`src/rtl/program_memory.sv`:
```
// Byte-wide program store: a loader streams an image in, then the CPU reads it combinationally.
// memVal has zero-cycle latency; ldReady drops for the whole RUN phase until ldStart restarts a load.
module program_memory #(
   parameter int ADDR_W = 8,
   parameter int DATA_W = 8
) (
   input  logic              clk,
   input  logic              rst,
   input  logic [ADDR_W-1:0] memAddr,
   output logic [DATA_W-1:0] memVal,
   input  logic              ldValid,
   input  logic [DATA_W-1:0] ldData,
   input  logic              ldLast,
   output logic              ldReady,
   input  logic              ldStart,
   output logic              cpuRun,
   output logic [ADDR_W:0]   ldCount
);

   localparam int DEPTH = 1 << ADDR_W;

   typedef enum logic [1:0] {IDLE, LOAD, RUN} state_t;

   state_t            state_q, state_d;
   logic [ADDR_W-1:0] wr_ptr_q, wr_ptr_d;
   logic [ADDR_W:0]   ld_count_q, ld_count_d;
   logic [DATA_W-1:0] mem_q [DEPTH];
   logic              accept;
   logic              wr_full;

   assign ldReady = (state_q != RUN);
   assign accept  = ldValid && ldReady;
   assign wr_full = (wr_ptr_q == {ADDR_W{1'b1}});

   always_ff @(posedge clk or negedge rst) begin
      if (!rst) begin
         state_q    <= IDLE;
         wr_ptr_q   <= '0;
         ld_count_q <= '0;
      end else begin
         state_q    <= state_d;
         wr_ptr_q   <= wr_ptr_d;
         ld_count_q <= ld_count_d;
      end
   end

   // The top address always closes the load so the pointer can never wrap onto byte 0.
   always_comb begin
      state_d    = state_q;
      wr_ptr_d   = wr_ptr_q;
      ld_count_d = ld_count_q;
      case (state_q)
         IDLE, LOAD: begin
            if (accept) begin
               wr_ptr_d   = wr_ptr_q + 1'b1;
               ld_count_d = ld_count_q + 1'b1;
               state_d    = (ldLast || wr_full) ? RUN : LOAD;
            end
         end
         RUN: begin
            if (ldStart) begin
               state_d    = IDLE;
               wr_ptr_d   = '0;
               ld_count_d = '0;
            end
         end
         default: state_d = IDLE;
      endcase
   end

   always_ff @(posedge clk or negedge rst) begin
      if (!rst) begin
         for (int i = 0; i < DEPTH; i++) begin
            mem_q[i] <= '0;
         end
      end else if (accept) begin
         mem_q[wr_ptr_q] <= ldData;
      end
   end

   assign cpuRun  = (state_q == RUN);
   assign memVal  = cpuRun ? mem_q[memAddr] : '0;
   assign ldCount = ld_count_q;

endmodule

```
`config.mk`:
```
export PLATFORM = sky130hd
export DESIGN_NAME = program_memory
export DESIGN_NICKNAME = d
export VERILOG_FILES = /design/src/rtl/program_memory.sv
export SDC_FILE = /design/constraint.sdc
export NUM_CORES = 2
export LEC_CHECK = 0
export ABC_AREA = 1
export CORE_AREA = 3 3 443 445
export CTS_BUF_LIST = sky130_fd_sc_hd__clkbuf_4
export CTS_CLUSTER_SIZE = 30
export DETAILED_ROUTE_END_ITERATION = 7
export DIE_AREA = 0 0 446 448
export MAX_ROUTING_LAYER = met4
export SLEW_MARGIN = 30
export SYNTH_ARGS = -nofsm -noshare
export SYNTH_HDL_FRONTEND = slang
export SYNTH_SLANG_ARGS = --single-unit
```
`constraint.sdc`:
```
create_clock -name clk -period 5.1 [get_ports clk]
set_clock_uncertainty 0.1 [all_clocks]
set_input_delay 1.02 -clock clk [delete_from_list [all_inputs] [get_ports clk]]
set_output_delay 1.02 -clock clk [all_outputs]
set_load 0.03 [all_outputs]
```
# Word-level counts from Yosys, hierarchy flattened
# Index checks and enable logic that the tools add are counted.
# W data, S select, Z words.
# totals
ff_bits	2067
latchBits	0
ram_bits	0
rom_bits	0
in_bits	21
out_inout_bits	19
elab_cells	297
memories	0
# classes
add_sub_neg	2
multipliers	0
n_div	0
magnitude_cmp	3
eq_ne	6
shifts	0
mux	17
n_bitwise	2
reduce_logical	8
# op_table
operator	count
$bwmux W2048	1
$bmux W8 S8	1
$demux W8 S8	1
$mux W8	6
$ge A9 B9 Y1 const B	2
$mux W9	2
$not A8 Y9	2
$pmux W9 S2	1
$pmux W8 S2	1
$add A9 B1 Y9 const B	1
$lt A9 B1 Y1 const B	1
$add A8 B1 Y8 const B	1
$eq A8 B8 Y1 const B	1
$mux W2	3
$ne A2 B2 Y1 const B	3
$pmux W2 S2	1
$reduce_and A3 Y1	1
$eq A2 B1 Y1 const B	1
$eq A2 B2 Y1 const B	1
$logic_and A1 B1 Y1	2
$logic_not A2 Y1	1
$reduce_and A2 Y1	1
$reduce_bool A2 Y1	1
$reduce_or A2 Y1	1
$logic_or A1 B1 Y1	1

# Depth between registers and ports, before layout
# depth
ltp_word	6
depth_mapped	15
mapped_depth_nobuf	11

# Least setup slack after synthesis
# No wires, ideal clock.
# synth_path
path_kind	input to output
startpoint	input port memAddr[2]
endpoint	output port memVal[2]
arrival_time_ns	2.653
t_required_ns	3.980
path_slack_ns	1.327
cell_stages	12
n_path_buf	3
path_cell_list	buf_2 -> inv_1 -> clkbuf_1 -> clkbuf_1 -> nand3_1 -> nand3_1 -> nand3_1 -> nand3_1 -> nand3_1 -> nand3_1 -> nand2_1 -> nor2_1
# synth_via
elab_chain_len	5
# synth_rtl
item	line_no	source
start: declaration	9	input logic [ADDR_W-1:0] memAddr,
$not A8 Y9 (implied by the code)	82	assign memVal = cpuRun ? mem_q[memAddr] : '0;
$bmux W8 S8	82	
$mux W8 (implied by the code) (2 in series)	82	
$mux W8	82	
end: declaration	10	output logic [DATA_W-1:0] memVal,
# Every way passes these cells. The select of a mux whose other input is x is not followed.

# Final worst setup path
# layout_path
startpoint	input port memAddr[1]
endpoint	output port memVal[3]
# Same word-level chain as after synthesis.

==> flow_metrics.tcl <==
set metrics [dict create \
    rows 161 \
    die_w_um 446 \
    slowest_delay_ns 0.38 \
    grt_max_degree 162 \
    ioPinCount 40 \
    num_vias 83800 \
    maxSlewHeadroom_pct 32.7 \
    p_per_area_nw_per_um2 370 \
    place.gp.congestion 0.893 \
    crit_path_frequent_cell "nand3_1" \
    clkTransAtPathRegs_ns 0.06 \
    detailed_place.area_um2 97700 \
    htreeDepth 6 \
    synthToLayoutAreaGrowth_pct 9.37 \
    coreArea_um2 193000 \
    min_period_ns 5.03 \
    gr-total-overflow 0 \
    critical_path_class "in -> out" \
    fillers 18400 \
    drt.antenna.violating_nets 0 \
    start_kind "primary input" \
    hpwl_mm 186 \
    p_leak_nw 48.1 \
    finish.utilization_pct 54.5 \
    outcome "finished, final reports clean" \
    nets 11600 \
    dp.cells 13500 \
    drv_slew 0 \
    tns_ns 0 \
    grt_pass1_wl_mm 489 \
    stdcell_count 14600 \
    end_kind "output port" \
    ys_seq_elements 2067 \
    power_frac_comb_pct 13.1 \
    regArea_um2 51700 \
    drtIter0Drc 8944 \
    drive_above_1_share_pct 12.1 \
    ys_types 35 \
    power.switching_mw 11.4 \
    postSynthAreaPerCell_um2 8.22 \
    cp_slowest_cell "nor2_1" \
    internal_power_mw 27.4 \
    total_power_mw 38.8 \
    syn_area_um2 96000 \
    dr.pass1.iters 7 \
    design_area_um2 105000 \
    grt_pass1_vias 80900 \
    ir_drop_mv 0.241 \
    place_ws_ns -0.0118 \
    vias_per_cell 5.76 \
    postRouteWirelength_mm 314 \
    ys_seq_area_share_pct 53.9 \
    clockBufferDepth 4 \
    worstPathCellList "buf_8 -> inv_8 -> buf_4 -> buf_4 -> nand3_1 -> nand3_1 -> nand3_1 -> nand3_1 -> nand3_1 -> nand3_1 -> nand3_1 -> nand2_1 -> nor2_1 -> buf_4 -> buf_12" \
    grt_use_total_pct 32.3 \
    fin_crit_sh_pct 98.6 \
    finalHoldViolations 0 \
    grt_antenna_before_repair 7 \
    post_cts_buffers 0 \
    cts_root_buffer "clkbuf_4" \
    pwr-share-seq_pct 47.8 \
    setup_slack_ns 0.0704 \
    timing.fmax_mhz 199 \
    max_cap_viol_count 0 \
    start_util_pct 49.8 \
    yosysWarnings 0 \
    crit_required_ns 3.98 \
    drc 0 \
    multi_input_area_um2 38900 \
    dieArea_um2 200000 \
    finalSetupViolCount 0 \
    cts_sinks 2067 \
    synthCells 11700 \
    clk_latency_ns 1.38 \
    die_y_um 448 \
    syn_nets 11700 \
    cts_buffers 591 \
    drt-wirelength-per-cell_um 21.6 \
    switching_share_pct 29.4 \
    crit_fanout 23 \
    hp-class "in -> async" \
    worst_pin_slew_ns 1.01 \
    rsz0062_at_grt "false" \
    critPathArrivalTime_ns 3.91 \
    io_buffers 39 \
    p_clk_share_pct 39.1 \
    hold_ws_ns 0.181 \
    cts_tree "done" \
]
-- flip-flops by register name (all words and copies together), names as in the netlist --
| register | flops |
|---|---|
| ldCount | 9 |
| mem_q | 2048 |
| state_q | 2 |
| wr_ptr_q | 8 |
-- worst max-delay path: cells and delay by family --
family        cells  cell delay, ns
simple gates      9            1.60
buf+inv           6            1.21
-- worst paths after layout --
check                      cells past startpoint          end         from  slack (ns)
setup / recovery                              15    memVal[3]   memAddr[1]        0.07
hold / removal                                 2   mem_q[361]          rst        0.18
setup reg to reg                               7  mem_q[1305]  wr_ptr_q[0]        2.14
hold reg to reg                                2  mem_q[1242]  mem_q[1242]        0.38
max in group asynchronous                      3  mem_q[1289]          rst        3.31
min in group clk                               2   state_q[1]      ldStart        0.24
-- cells in the final DEF (no fill, tap or decap), drive strengths merged --
| cell type | count |
|---|---|
| clkinv | 81 |
| clkbuf | 890 |
| o21ai | 2089 |
| nor3 | 22 |
| a21oi | 27 |
| nor2 | 123 |
| or2 | 1 |
| o22ai | 17 |
| clkdlybuf4s50 | 24 |
| nor3b | 1 |
| inv | 57 |
| a21boi | 1 |
| nand3 | 1933 |
| xnor2 | 1 |
| o31ai | 1 |
| diode | 13 |
| ha | 5 |
| nand2 | 4384 |
| dfrtp | 2067 |
| buf | 290 |
| and3 | 1 |
| dlygate4sd3 | 1 |
| bufinv | 3 |
-- power groups by stage --
stage	clock network (mW)	logic, mW	registers [mW]
2_1_floorplan	0	3.14	18.7
3_3_place_gp	0	4.94	18.8
3_5_place_dp	0	5.04	18.8
4_1_cts	15.5	5.06	18.5
5_1_grt	16.5	5.64	18.7
6_report	15.2	5.08	18.5
-- what timing repair did --
item / 4_1_cts / 5_1_grt
setup endpoints to repair: 1 / 2
pin swaps: 0 / 0
gates cloned: 1 / 0
resized for setup: 1 / 3
hold buffers: 1 / 0
hold endpoints to repair: 84 / 0
-- area by class of cell --
| class | count | share of cell area [%] |
|---|---|---|
| Sequential cell | 2067 | 49.3 |
| Timing Repair inverter | 1 | 0.00834 |
| Multi-Input combinational cell | 8606 | 37.0 |
| Clock buffer | 890 | 6.37 |
| Clock inverter | 102 | 0.448 |
| Timing Repair Buffer | 315 | 3.59 |
| Inverter | 38 | 0.232 |
| Tap cell | 2526 | 3.01 |
| Antenna cell | 13 | 0.0310 |
-- layer usage --
metal,part of all wire [%],track usage (%),vias up
met1,44,44.7,40600
met4,4.3,13.8,0
li1,-,-,38900
met5,0,-,-
met2,44,46.9,3555
met3,7.9,6.00,744
-- cells in the mapped netlist --
master | count | area (µm²)
nor2_2 | 2 | 12.5
dfrtp_1 | 2067 | 51700
o21ai_0 | 1613 | 8070
nor2_1 | 119 | 447
buf_1 | 62 | 233
a21boi_0 | 1 | 7.51
clkbuf_8 | 2 | 27.5
buf_12 | 10 | 200
nand2_1 | 4280 | 16100
xnor2_1 | 1 | 8.76
nor3_4 | 18 | 293
inv_2 | 2 | 7.51
nand2_4 | 100 | 1130
o21ai_2 | 85 | 744
buf_2 | 287 | 1440
nand2_2 | 3 | 18.8
nand2_8 | 1 | 20.0
nor2_4 | 2 | 22.5
nor3b_1 | 1 | 7.51
a21oi_1 | 27 | 135
or2_1 | 1 | 6.26
inv_1 | 34 | 128
buf_6 | 116 | 1310
nor3_1 | 4 | 20.0
buf_8 | 1 | 15.0
o31ai_1 | 1 | 7.51
nand3_2 | 1 | 10.0
buf_4 | 60 | 450
inv_4 | 2 | 12.5
and3_1 | 1 | 6.26
ha_1 | 5 | 62.6
o22ai_1 | 17 | 106
nand3_1 | 1932 | 9670
clkbuf_1 | 428 | 1610
o21ai_1 | 391 | 1960
-- cell families after synthesis --
logic type      share of synthesized area [%]
compound gates                           11.5
xor+xnor                              0.00913
fa+ha+maj                              0.0652
buf+inv                                  5.65
flops                                    53.9
simple gates                             28.9
No activity file was read; power rests on OpenSTA's default activity.
